File: src/rtl/sfifo_wr_arb.sv
// sfifo_wr_arb
// Round-robin write arbiter that shares one synchronous FIFO write port
// among N requesters. A requester is granted for a burst of up to MAX_BURST
// words. The grant ends early on its last word or when it withdraws.
// Every release is followed by exactly one IDLE cycle before the next grant.
// fifo_winc is never raised while the FIFO reports full.
//
// Ports
//   i_clk          single clock, all logic on posedge
//   i_rst_n        synchronous active-low reset
//   i_req_valid    [N]        requester i presents a word
//   i_req_last     [N]        requester i's word is its last; releases grant
//   i_req_data     [N*WIDTH]  requester i's data on [i*WIDTH +: WIDTH]
//   o_req_ready    [N]        word from the granted requester accepted now
//   i_fifo_wfull              FIFO full flag
//   o_fifo_winc               FIFO write strobe
//   o_fifo_wdata   [WIDTH]    FIFO write data (0 when idle)
//   o_gnt          [N]        registered one-hot grant, 0 when idle
//   o_busy                    registered, high while a grant is held
module sfifo_wr_arb #(
  parameter int WIDTH     = 8,
  parameter int N         = 4,
  parameter int MAX_BURST = 4
) (
  input  logic               i_clk,
  input  logic               i_rst_n,
  input  logic [N-1:0]       i_req_valid,
  input  logic [N-1:0]       i_req_last,
  input  logic [N*WIDTH-1:0] i_req_data,
  output logic [N-1:0]       o_req_ready,
  input  logic               i_fifo_wfull,
  output logic               o_fifo_winc,
  output logic [WIDTH-1:0]   o_fifo_wdata,
  output logic [N-1:0]       o_gnt,
  output logic               o_busy
);

  localparam int IW = $clog2(N);
  localparam int BW = $clog2(MAX_BURST + 1);

  typedef enum logic [0:0] {
    ST_IDLE  = 1'b0,
    ST_GRANT = 1'b1
  } state_t;

  state_t          r_state;
  logic [IW-1:0]   r_gidx;
  logic [IW-1:0]   r_ptr;
  logic [BW-1:0]   r_bcnt;
  logic [N-1:0]    r_gnt;
  logic            r_busy;

  state_t          w_state_nxt;
  logic [IW-1:0]   w_gidx_nxt;
  logic [IW-1:0]   w_ptr_nxt;
  logic [BW-1:0]   w_bcnt_nxt;
  logic [N-1:0]    w_gnt_nxt;
  logic            w_busy_nxt;

  logic            w_found;
  logic [IW-1:0]   w_sel_idx;
  logic [N-1:0]    w_sel_onehot;
  logic            w_cur_valid;
  logic            w_cur_last;
  logic            w_accept;
  logic            w_release;

  // Round-robin search: first valid requester at or after r_ptr, wrapping
  // explicitly so non-power-of-two N never selects a missing requester.
  always_comb begin
    int idx;
    logic [IW-1:0] w_idx;
    idx          = 0;
    w_idx        = '0;
    w_found      = 1'b0;
    w_sel_idx    = '0;
    w_sel_onehot = '0;
    for (int k = 0; k < N; k++) begin
      idx = int'(r_ptr) + k;
      if (idx >= N) idx = idx - N;
      w_idx = idx[IW-1:0];
      if (!w_found && i_req_valid[w_idx]) begin
        w_found   = 1'b1;
        w_sel_idx = w_idx;
      end
    end
    for (int k = 0; k < N; k++) begin
      if (w_found && (w_sel_idx == IW'(k))) w_sel_onehot[k] = 1'b1;
    end
  end

  // Accept is purely combinational so a same-cycle drop of wfull is used
  // immediately. A withdrawn requester releases even when the FIFO is full.
  always_comb begin
    w_cur_valid  = i_req_valid[r_gidx];
    w_cur_last   = i_req_last[r_gidx];
    w_accept     = (r_state == ST_GRANT) && w_cur_valid && !i_fifo_wfull;
    w_release    = (r_state == ST_GRANT) &&
                   ((w_accept && (w_cur_last || (r_bcnt == BW'(MAX_BURST - 1)))) ||
                    !w_cur_valid);
    o_fifo_winc  = w_accept;
    o_req_ready  = '0;
    o_fifo_wdata = '0;
    for (int k = 0; k < N; k++) begin
      if (r_gidx == IW'(k)) begin
        o_req_ready[k] = w_accept;
        if (r_state == ST_GRANT) o_fifo_wdata = i_req_data[k*WIDTH +: WIDTH];
      end
    end
  end

  // Next-state logic. The pointer moves past the released requester so the
  // next arbitration starts with its neighbour.
  always_comb begin
    w_state_nxt = r_state;
    w_gidx_nxt  = r_gidx;
    w_ptr_nxt   = r_ptr;
    w_bcnt_nxt  = r_bcnt;
    w_gnt_nxt   = r_gnt;
    w_busy_nxt  = r_busy;
    case (r_state)
      ST_IDLE: begin
        if (w_found) begin
          w_state_nxt = ST_GRANT;
          w_gidx_nxt  = w_sel_idx;
          w_bcnt_nxt  = '0;
          w_gnt_nxt   = w_sel_onehot;
          w_busy_nxt  = 1'b1;
        end
      end
      ST_GRANT: begin
        if (w_release) begin
          w_state_nxt = ST_IDLE;
          w_gnt_nxt   = '0;
          w_busy_nxt  = 1'b0;
          w_bcnt_nxt  = '0;
          w_ptr_nxt   = (r_gidx == IW'(N - 1)) ? '0 : r_gidx + IW'(1);
        end else if (w_accept) begin
          w_bcnt_nxt = r_bcnt + BW'(1);
        end
      end
      default: begin
        w_state_nxt = ST_IDLE;
        w_gnt_nxt   = '0;
        w_busy_nxt  = 1'b0;
      end
    endcase
  end

  always_ff @(posedge i_clk) begin
    if (!i_rst_n) begin
      r_state <= ST_IDLE;
      r_gidx  <= '0;
      r_ptr   <= '0;
      r_bcnt  <= '0;
      r_gnt   <= '0;
      r_busy  <= 1'b0;
    end else begin
      r_state <= w_state_nxt;
      r_gidx  <= w_gidx_nxt;
      r_ptr   <= w_ptr_nxt;
      r_bcnt  <= w_bcnt_nxt;
      r_gnt   <= w_gnt_nxt;
      r_busy  <= w_busy_nxt;
    end
  end

  assign o_gnt  = r_gnt;
  assign o_busy = r_busy;

endmodule

File: config.mk
export PLATFORM = sky130hd
export DESIGN_NAME = sfifo_wr_arb
export DESIGN_NICKNAME = d
export VERILOG_FILES = /design/src/rtl/sfifo_wr_arb.sv
export SDC_FILE = /design/constraint.sdc
export NUM_CORES = 1
export LEC_CHECK = 0
export ABC_AREA = 1
export CAP_MARGIN = 20
export CORE_MARGIN = 1.5
export CORE_UTILIZATION = 40
export CTS_CLUSTER_DIAMETER = 200
export CTS_CLUSTER_SIZE = 40
export DETAILED_ROUTE_END_ITERATION = 8
export PLACE_DENSITY = 0.78
export REMOVE_ABC_BUFFERS = 1
export SYNTH_ARGS = -nofsm -noshare
export SYNTH_HDL_FRONTEND = slang
export SYNTH_SLANG_ARGS = --single-unit
File: constraint.sdc
create_clock -name i_clk -period 3.3 [get_ports i_clk]
set_input_delay 0.825 -clock i_clk [delete_from_list [all_inputs] [get_ports i_clk]]
set_output_delay 0.825 -clock i_clk [all_outputs]
set_load 0.01 [all_outputs]
==> summary.md <==
| Metric | Value |
|---|---|
| CTS Buf Count | 3 |
| R2r startpoint | r_ptr[0] |
| Commonest cells in the netlist | 83 x nand2_1, 28 x nor2_1, 20 x inv_1, 20 x nand3_1, 13 x dfxtp_1 |
| Post-Layout Cell Count | 341 |
| DR pass1 iterations | 4 |
| Worst path required time | 2.47 ns |
| Clk buf depth | 2 |
| Largest cells by area after synthesis | nand2_1 23%, dfxtp_1 20%, nor2_1 7.9%, nand3_1 7.5%, ha_1 5.6% |
| Avg Vias per Cell | 4.89 |
| Library cells used by synthesis | 25 |
| Die area | roughly 0.0037 mm^2 |
| Post-synthesis sequential area ratio | 19.5% |
| Min Clock Period, post-route | 3.16 ns |
| ANT cells | 0 |
| Number of I/O pins | 61 |
| Syn avg cell area | approximately 5.7 um^2 |
| Area grow syn2layout | 52.2% |
| Cell taking the most area after synthesis | nand2_1 |
| Hold slack | about 0.48 ns |
| Core area | 0.00310 mm^2 |
| Global route total overflow | 0 |
| Status | finished, final reports clean |
| Clk_lat worst skew | 0.28 ns |
| Post-route core utilization | about two thirds |
| Worst R2R End | r_bcnt[0] |
| Fin. max-slew vios | 0 |
| Hold Vio Cnt, Final | 0 |
| Fin area | 0.00203 mm^2 |
| Area share of the largest cell type after synthesis | about a quarter |
| First-pass GRT wire length | 6020 um |
| Fin crit share | 95.9% |
| Initial antenna violation count | 0 |
| Worst-Margin Slew | 0.511 ns |
| Die Width | 60.7 um |
| Ys flop type | dfxtp_1 |
| Total GRT Usage | 21.2% |
| Setup ws final | 0.136 ns |
| Drt drc | 0 |
| Largest net degree at the start of global routing | 18 |
| Slew margin rel. | around two thirds |
| Initial DRC Count | 49 |
| Arr. time, crit path | 2.34 ns |
| Hold/Removal Path Class | reg2reg |
| Final HPWL DP | 3120 um |
| Post-synthesis async set-or-reset flop share | 0% |
| CTS tree | done |
| Row cnt | 20 |
| Layout cell share with drive strength beyond 1 | roughly 11% |
| MaxCap Viol Count | 0 |
| Critical-path maximum fanout | 4 |
| Starting Density | 42.9% |
| Sink Count | 13 |
| Synth Register Bits | 13 |
| Leak | a little over 0.9 nW |
| GP Congestion | 0.911 |
| Pwr/cell area | 706 mW/mm^2 |
| PortBufs | 60 |
| Crit Path Class | in2out |
| Area of placed instances | between 0.002 and 0.0025 mm^2 |
| Yosys warns | 0 |
| Worst hold endpoint | r_bcnt[1] |
| CTS root buf | clkbuf_4 |
| CP startpoint kind | primary input |
| Post-Syn Instances | 232 |
| FF-to-FF setup slack | 1.31 ns |
| Placed Cells | 337 |
| Hold_sp | r_bcnt[1] |
| Peak Freq | approximately 0.32 GHz |
| Synthesized cell area | 0.00133 mm^2 |
| DR vias | roughly 1700 |
| Height of the die | 60.7 um |
| Final net count | 347 |
| R2r worst-path depth | 11 |
| Hold-fix buffers at CTS | 0 |
| Setup crit end kind | output pin |
| Endpoints failing setup | 0 |
| CTS H-tree lvls | 1 |
| Final WL | ~3900 um |
| Post-synth EDFFs | 0 |
| Worst-path clk slew | 0.07 ns |
| Count leader, synth | nand2_1 |
| Wire length per cell | 11.4 um |
| Vias in the first global route | 1451 |
| Peak VDD IR | 477 uV |
| Setup TNS | 0 ns |
| Pre-CTS WS | -0.232 ns |
| Overall power | 1.43 mW |
| Clk_skew | 0.00492 ns |
| WHS Path Cells | 2 |
| Post-DRT Antenna Nets | 0 |
[area by class of cell]
class,instances,area (um^2)
Tap cell,44,55.1
Sequential cell,13,260
Fill cell,321,1080
Clock buffer,4,26.3
Multi-Input combinational cell,187,945
Timing Repair Buffer,66,634
Inverter,27,105
[cell usage in the layout (no fill, tap or decap)]
master,Yosys,layout
clkbuf_2,0,2
a21boi_2,1,1
dlygate4sd2_1,0,1
clkinvlp_4,0,1
o211ai_1,9,9
o21ai_2,1,1
o21ai_1,2,2
clkdlybuf4s50_1,0,55
clkbuf_4,0,3
nand3_2,1,1
nand2_4,2,2
a31oi_1,8,8
nand4_1,2,2
clkdlybuf4s15_1,0,2
inv_2,6,6
o21ai_0,4,4
inv_1,20,20
nand3_1,20,20
nand2_2,5,5
a21oi_1,12,12
ha_1,6,6
nor2_8,1,1
clkbuf_1,3,1
buf_4,1,6
nand2_1,83,83
nor2_2,1,3
nand3_4,1,1
nor2_1,28,26
dfxtp_1,13,13
[worst max path at each step]
stage                               from        endpoint  slack [ns]  cells after the start
after CTS                 i_req_valid[1]  o_req_ready[2]        0.02                     10
after detailed placement  i_req_valid[1]  o_req_ready[2]       -0.23                     10
after floorplan           i_req_valid[1]  o_req_ready[0]        0.82                      8
after global routing      i_req_valid[1]  o_req_ready[3]      -0.007                     10
final                     i_req_valid[1]  o_req_ready[3]        0.14                     10
after global placement    i_req_valid[1]  o_req_ready[2]       -0.17                     10
[registers in the layout, summed over array words and instances (netlist names)]
signal	count
r_bcnt	3
o_gnt	4
r_state	1
r_ptr	2
o_busy	1
r_gidx	2
[critical path, cell delays in order]
cell	delay, ns
clkdlybuf4s50_1	0.50
nand2_1	0.06
nand3_1	0.08
nand2_1	0.12
nor2_2	0.14
inv_1	0.06
nor2_2	0.11
inv_1	0.10
nor2_1	0.09
clkdlybuf4s15_1	0.24
[per-layer routing]
| metal | vias up | part of all wire [%] | global-route usage (%) | routed length [um] |
|---|---|---|---|---|
| met5 | - | 0 | 0 | 0 |
| met4 | 0 | 0.69 | 5.28 | 27 |
| met3 | 4 | 10 | 4.69 | 401 |
| met2 | 66 | 45 | 38.6 | 1730 |
| met1 | 712 | 44 | 25.1 | 1730 |
| li1 | 886 | - | - | - |
[timing repair]
item,in CTS,in global routing
buffers inserted,0,0
pin swaps,1,0
endpoints found under the setup margin,5,9
hold endpoints to repair,0,0
gates resized for setup,5,9
[where the power goes]
| group | switching [mW] | internal (mW) |
|---|---|---|
| Combinational | 0.613 | 0.443 |
| Sequential | 0.0668 | 0.209 |
| Clock | 0.0518 | 0.0469 |
| Total | 0.732 | 0.699 |
[logic make-up (layout without fill, tap and decap cells)]
kind of cell | count (synthesis) | after routing | synth area share (%)
simple gates | 144 | 144 | 47.8
compound gates | 37 | 37 | 17.1
buf+inv | 32 | 97 | 9.87
flops | 13 | 13 | 19.5
fa+ha+maj | 6 | 6 | 5.64
Note: power is estimated with default switching activity, not from simulation.
